--- config.mk ---
export PLATFORM = sky130hd
export DESIGN_NAME = pipe_chain_rw
export DESIGN_NICKNAME = d
export VERILOG_FILES = /design/src/rtl/pipe_chain_rw.sv
export SDC_FILE = /design/constraint.sdc
export NUM_CORES = 1
export LEC_CHECK = 0
export ABC_CLOCK_PERIOD_IN_PS = 5780
export CAP_MARGIN = 25
export CORE_ASPECT_RATIO = 1.4
export CORE_MARGIN = 8
export CORE_UTILIZATION = 40
export CTS_BUF_LIST = sky130_fd_sc_hd__clkbuf_2
export DETAILED_ROUTE_END_ITERATION = 16
export PLACE_DENSITY_LB_ADDON = 0.3
export SLEW_MARGIN = 40
export SYNTH_ARGS = -nofsm -noshare
export SYNTH_HDL_FRONTEND = slang
export SYNTH_SLANG_ARGS = --single-unit
--- constraint.sdc ---
create_clock -name clk -period 5.78 [get_ports clk]
set_clock_uncertainty 0.2 [all_clocks]
set_input_delay 1.156 -clock clk [delete_from_list [all_inputs] [get_ports clk]]
set_output_delay 1.156 -clock clk [all_outputs]
set_load 0.05 [all_outputs]
--- src/rtl/pipe_chain_rw.sv ---
// Parametrised pipeline register chain with per-stage valid, stall and flush.
// Each stage either holds (back-pressures upstream) or bubbles on stall.
module pipe_chain_rw #(
    parameter int WIDTH = 32,
    parameter int DEPTH = 4,
    parameter logic [DEPTH-1:0] HOLD_MASK = {DEPTH{1'b1}},
    parameter int CNT_W = 16,
    localparam int OCC_W = $clog2(DEPTH + 1)
) (
    input  logic             clk,
    input  logic             rst,
    input  logic             clear,
    input  logic [DEPTH-1:0] stall,
    input  logic [DEPTH-1:0] flush,
    input  logic             in_valid,
    input  logic [WIDTH-1:0] in_data,
    output logic             in_ready,
    output logic             out_valid,
    output logic [WIDTH-1:0] out_data,
    input  logic             out_ready,
    output logic [OCC_W-1:0] occupancy,
    output logic [CNT_W-1:0] dropped
);

    localparam int IW = $clog2(2 * DEPTH + 1);
    localparam int SW = CNT_W + IW;

    logic [DEPTH-1:0] valid;
    logic [WIDTH-1:0] data [DEPTH];

    logic [DEPTH-1:0] stall_eff;
    logic             se_chain;

    logic [DEPTH-1:0] src_v;
    logic [WIDTH-1:0] src_d [DEPTH];
    logic [DEPTH-1:0] up_hold;
    logic [DEPTH-1:0] up_free;

    logic [DEPTH-1:0] nv;
    logic [WIDTH-1:0] nd [DEPTH];
    logic [IW-1:0]    inc;
    logic [SW-1:0]    sum;
    logic [CNT_W-1:0] dropped_nxt;

    // Back-pressure walks upstream only while it crosses HOLD stages
    always_comb begin
        stall_eff = '0;
        se_chain = stall[DEPTH-1] | (valid[DEPTH-1] & ~out_ready);
        stall_eff[DEPTH-1] = se_chain;
        for (int i = DEPTH - 2; i >= 0; i--) begin
            se_chain = stall[i] | (HOLD_MASK[i+1] & se_chain);
            stall_eff[i] = se_chain;
        end
    end

    always_comb begin
        src_v = '0;
        up_hold = '0;
        up_free = '0;
        for (int i = 0; i < DEPTH; i++) src_d[i] = '0;
        src_v[0] = in_valid;
        src_d[0] = in_data;
        for (int i = 1; i < DEPTH; i++) begin
            src_v[i] = valid[i-1];
            src_d[i] = data[i-1];
            up_hold[i] = stall_eff[i-1] & HOLD_MASK[i-1];
            up_free[i] = valid[i-1] & ~stall_eff[i-1];
        end
    end

    always_comb begin
        nv = '0;
        inc = '0;
        for (int i = 0; i < DEPTH; i++) begin
            nd[i] = '0;
            if (clear | flush[i]) begin
                inc = inc + IW'(valid[i]);
            end else if (stall_eff[i]) begin
                if (HOLD_MASK[i]) begin
                    nv[i] = valid[i];
                    nd[i] = data[i];
                end else begin
                    // Zeroing stage loses its own word and any word shifted in
                    inc = inc + IW'(valid[i]) + IW'(up_free[i]);
                end
            end else if (!up_hold[i] && src_v[i]) begin
                nv[i] = 1'b1;
                nd[i] = src_d[i];
            end
        end
    end

    always_comb begin
        sum = SW'(dropped) + SW'(inc);
        dropped_nxt = (|sum[SW-1:CNT_W]) ? '1 : sum[CNT_W-1:0];
    end

    always_ff @(posedge clk or posedge rst) begin
        if (rst) begin
            valid <= '0;
            for (int i = 0; i < DEPTH; i++) data[i] <= '0;
            dropped <= '0;
        end else begin
            valid <= nv;
            for (int i = 0; i < DEPTH; i++) data[i] <= nd[i];
            dropped <= dropped_nxt;
        end
    end

    always_comb begin
        occupancy = '0;
        for (int i = 0; i < DEPTH; i++)
            occupancy = occupancy + OCC_W'(valid[i]);
    end

    assign in_ready  = ~stall_eff[0];
    assign out_valid = valid[DEPTH-1];
    assign out_data  = data[DEPTH-1];

endmodule

Yosys cells after proc, flatten, opt, wreduce, memory -nomap -nowiden
Cells that the tools add are included.
{"block": "totals", "regBits": 148, "latchBits": 0, "ramBits": 0, "mem_bits_ro": 0, "inputBits": 45, "out_inout_bits": 53, "elab_cells": 67, "n_memories": 0}
{"block": "classes", "n_addsub": 7, "mul": 0, "div_mod_pow": 0, "magnitude_cmp": 0, "eq_ne": 4, "shifts": 0, "muxes": 29, "n_bitwise": 11, "n_reduce_logical": 7}
{"operator": "2-to-1 mux 32 bit", "n": 12}
{"operator": "adder 16 x 4 -> 17 bit", "n": 1}
{"operator": "2-to-1 mux 16 bit", "n": 1}
{"operator": "2-to-1 mux 1 bit", "n": 13}
{"operator": "adder 4 x 1 -> 4 bit", "n": 2}
{"operator": "2-to-1 mux 4 bit", "n": 2}
{"operator": "!= test 2 x 1 -> 1 bit (second input constant)", "n": 4}
{"operator": "OR 1 bit", "n": 8}
{"operator": "adder 1 x 1 -> 2 bit", "n": 2}
{"operator": "OR reduction 4 bit", "n": 1}
{"operator": "adder 2 x 1 -> 3 bit", "n": 1}
{"operator": "adder 3 x 1 -> 3 bit", "n": 1}
{"operator": "logical AND 1 bit", "n": 3}
{"operator": "logical NOT 1 bit", "n": 3}
{"operator": "2-to-1 mux 2 bit", "n": 1}
{"operator": "NOT 1 bit", "n": 2}
{"operator": "AND 1 bit", "n": 1}

Longest topological paths before layout
{"block": "logic_depth", "word_depth": 11, "ltp_mapped": 20, "mapped_depth_nobuf": 18}

Worst setup path before layout
No wires, ideal clock.
{"block": "synth_timing", "path_type": "input port to flip-flop", "start": "in clear", "end": "reg dropped[14]", "setup_ns": 0.128, "t_arrival_ns": 4.293, "required_ns": 5.452, "setup_slack_ns": 1.159, "path_stages": 16, "n_path_buf": 1, "cell_sequence": "buf_2 > nor2_1 > nor2_1 > ha_1 > o21ai_0 > o31ai_1 > ha_1 > ha_1 > mux2_2 > ha_1 > mux2i_1 > fa_1 > nand2b_1 > a21oi_1 > nand4_1 > mux2_1"}
{"block": "synth_between", "elab_chain_cells": 11, "word_cells_on_any_way": 14, "classes_between": "add/sub (4); mux (5); bitwise (4); reduce/logical (1)"}
{"item": "from (decl)", "line_no": "12", "rtl": "input logic clear,"}
{"item": "OR 1 bit", "line_no": "76", "rtl": "if (clear | flush[i]) begin"}
{"item": "2-to-1 mux 1 bit", "line_no": "76"}
{"item": "adder 1 x 1 -> 2 bit"}
{"item": "2-to-1 mux 2 bit", "line_no": "76"}
{"item": "adder 4 x 1 -> 4 bit"}
{"item": "2-to-1 mux 4 bit", "line_no": "76"}
{"item": "adder 4 x 1 -> 4 bit"}
{"item": "2-to-1 mux 4 bit (*)", "line_no": "76"}
{"item": "adder 16 x 4 -> 17 bit (*)", "line_no": "94", "rtl": "sum = SW'(dropped) + SW'(inc);"}
{"item": "OR reduction 4 bit", "line_no": "95", "rtl": "dropped_nxt = (|sum[SW-1:CNT_W]) ? '1 : sum[CNT_W-1:0];"}
{"item": "2-to-1 mux 16 bit (*)", "line_no": "95"}
{"item": "via dropped_nxt[14]", "line_no": "43", "rtl": "logic [CNT_W-1:0] dropped_nxt;"}
{"item": "to (signal assigned)", "line_no": "106", "rtl": "dropped <= dropped_nxt;"}
{"item": "to (decl)", "line_no": "22", "rtl": "output logic [CNT_W-1:0] dropped"}
The timed path passes the listed nets; every way through them passes the cells marked *.
A chain may end at the register's enable or synchronous reset.

Final worst setup path
{"block": "layout_timing", "start": "in flush[0]", "end": "reg dropped[0]"}
{"block": "layout_between", "elab_chain_cells": 11}
{"item": "from (decl)", "line_no": "14", "rtl": "input logic [DEPTH-1:0] flush,"}
{"item": "OR 1 bit (*)", "line_no": "76"}
{"item": "2-to-1 mux 1 bit (*)", "line_no": "76"}
{"item": "adder 1 x 1 -> 2 bit"}
{"item": "2-to-1 mux 2 bit (*)", "line_no": "76"}
{"item": "adder 4 x 1 -> 4 bit"}
{"item": "2-to-1 mux 4 bit (*)", "line_no": "76"}
{"item": "adder 4 x 1 -> 4 bit"}
{"item": "2-to-1 mux 4 bit (*)", "line_no": "76"}
{"item": "adder 16 x 4 -> 17 bit (*)", "line_no": "94"}
{"item": "OR reduction 4 bit", "line_no": "95"}
{"item": "2-to-1 mux 16 bit (*)", "line_no": "95"}
{"item": "via dropped_nxt[0]", "line_no": "43"}
Marks and branches as above.

==> results.json <==
{
  "slew_headroom_pct": 58.6,
  "worstHoldPathType": "reg -> reg",
  "finalCritPeriodShare_pct": 83.6,
  "ir_worst_vdd_v": 0.000203,
  "first_pass_iters": 4,
  "syn-cell-area_um2": 6190,
  "reg2reg_setup_slack_ps": 1490,
  "synth.ff_latch_count": 148,
  "die_w_um": 121,
  "layout-drive-gt1-share_pct": 10.3,
  "cp_max_fo": 13,
  "cts_root_buffer": "clkbuf_2",
  "clk_path_buf_depth": 2,
  "initial_core_util_pct": 40.4,
  "synth.most_common_cell": "dfrtp_1",
  "cp-start-kind": "input port",
  "seqCellArea_um2": 3700,
  "path_cells": "clkdlybuf4s50_1, nor2_1, nor2_1, ha_1, o21ai_0, o31ai_1, ha_1, ha_1, mux2_2, ha_1, a21oi_1, nor2_1, nor2_1, nor3_1, ha_1, nand2b_1, a21oi_1, nand4_1, nand2b_1",
  "setup_violations": 0,
  "cts.sinks": 148,
  "cp_slowest_cell": "clkdlybuf4s50_1",
  "grt_setup_unrepaired": "no",
  "antenna_left": 0,
  "yosysWarnings": 0,
  "setup.worst_path.end_class": "flip-flop",
  "gp_congestion": 0.808,
  "grt_pass1_vias": 4226,
  "tightest_slew_ps": 621,
  "cts.htree.levels": 4,
  "synth_top_cell_area_share_pct": 59.8,
  "max_cap_viol_count": 0,
  "die-area_um2": 19800,
  "grt_start_max_net_pins": 124,
  "wl_per_cell_um": 17.5,
  "core_area_um2": 15300,
  "multiInputGateArea_um2": 1990,
  "critPathArrivalTime_ps": 5200,
  "synth_ff_type": "dfrtp_1",
  "synthDistinctLibCells": 40,
  "grt_overflow": 0,
  "clkTransAtPathRegs_ps": 240,
  "slew_violations": 0,
  "cts_setup_buffers": 0,
  "p_leak_uw": 0.00345,
  "rows": 54,
  "syn2layout_area_growth_pct": 17.4,
  "cp_top_family": "adder cells",
  "nNetsFinal": 587,
  "fmax_ghz": 0.207,
  "grt_util_all_layers_pct": 14.0,
  "p_total_uw": 1740,
  "dp_hpwl_mm": 9.11,
  "power.density_nw_per_um2": 240,
  "yosysTopAreaCell": "dfrtp_1",
  "ys_async_sr_fraction_pct": 100,
  "critical_path_class": "in -> reg",
  "synthCells": 465,
  "cp_common_cell": "ha_1",
  "fin_tns_setup_ps": 0,
  "postCtsHoldBufs": 0,
  "cts_buffers": 17,
  "slowest_delay_ps": 550,
  "clk_latency_ps": 660,
  "vias": 3953,
  "cts_resized": 0,
  "drtIter0Drc": 105,
  "io_pins": 98,
  "ys_seq_area_share_pct": 59.8,
  "synthTopCellsByCount": "dfrtp_1, a22o_1, buf_4",
  "yosys-top-cells-area": "dfrtp_1, a22o_1, buf_4",
  "critPathBufInv": 1,
  "required_ps": 6140,
  "status": "completed",
  "synth-edff-count": 0,
  "detail_route.vias_per_cell": 5.35,
  "avgSynthCellArea_um2": 13.3,
  "drc": 0,
  "fp.dieH_um": 163,
  "portBuffers": 97,
  "min_period_ps": 4830,
  "grt_pass1_wl_mm": 22.0,
  "cts_tree": "done",
  "routed_wl_mm": 12.9,
  "fill_cells": 1400,
  "grt_antenna_before_repair": 1,
  "synth_fp_nets": 523,
  "hold_violations": 0
}
final timing paths:
kind,start,endpoint,cells past startpoint
worst max-delay path,flush[0],dropped[0],19
max in group asynchronous,rst,data[124],3
min in group asynchronous,rst,out_data[9],2
worst min register to register,data[105],data[73],1
worst min-delay path,data[105],data[73],1
worst max register to register,valid[0],dropped[0],18
flip-flops by register name (all words and copies together), names as in the netlist:
| name | cells |
|---|---|
| valid | 4 |
| out_data | 32 |
| dropped | 16 |
| data | 96 |
power breakdown:
part | internal (uW) | switching (uW) | leakage [uW]
combinational | 53.8 | 89.6 | 0.00126
clock | 132 | 411 | 0.000136
sequential | 1050 | 7.19 | 0.00206
total | 1230 | 508 | 0.00345
layout by cell type, fill, tap and decap left out, drive strengths merged, types with 2 or more instances in the layout:
| master | count |
|---|---|
| or3 | 4 |
| and3 | 7 |
| o21ai | 9 |
| nor2b | 2 |
| nor2 | 16 |
| ha | 11 |
| dfrtp | 148 |
| clkbuf | 17 |
| mux2 | 5 |
| nand3 | 7 |
| and4 | 2 |
| nor3 | 6 |
| nand2b | 3 |
| a21oi | 4 |
| fa | 2 |
| nand4 | 4 |
| xnor2 | 3 |
| a211oi | 4 |
| clkinvlp | 2 |
| a22o | 128 |
| inv | 15 |
| a31oi | 5 |
| clkdlybuf4s50 | 97 |
| clkinv | 7 |
| a21o | 6 |
| nand2 | 9 |
| buf | 10 |
logic make-up after synthesis:
| group | Yosys count | share of synthesized area (%) |
|---|---|---|
| buf+inv | 71 | 8.27 |
| mux | 6 | 1.07 |
| compound gates | 161 | 21.5 |
| fa+ha+maj | 13 | 2.87 |
| flops | 148 | 59.8 |
| simple gates | 62 | 5.86 |
| xor+xnor | 4 | 0.566 |
cell type report:
type	count	share of cell area, %
Antenna cell	1	0.0344
Multi-Input combinational cell	246	27.5
Timing Repair Buffer	107	14.4
Inverter	9	0.637
Clock inverter	15	1.95
Tap cell	196	3.38
Sequential cell	148	51.0
Clock buffer	17	1.17
metal layers:
metal / share of wire (%) / routed length (um) / up-vias / global-route usage [%]
li1: - / - / 1855 / -
met1: 43 / 5500 / 2006 / 16.8
met2: 51 / 6630 / 80 / 23.2
met3: 5.1 / 655 / 12 / 4.36
met4: 1.1 / 144 / 0 / 4.73
met5: 0 / 0 / - / 0
stage by stage:
stage          area (um2)  worst slack, ps  cells  util, %  hold slack [ps]
6_report             7260              946    739     47.4              296
3_5_place_dp         7030              284    706     45.8              285
2_1_floorplan        6190              444    465        -              266
5_1_grt              7260              728    739     47.4              308
4_1_cts              7260             1060    738     47.3              297
3_3_place_gp         7030              460    706     45.8              281
Power figures use the tool's default switching activity.
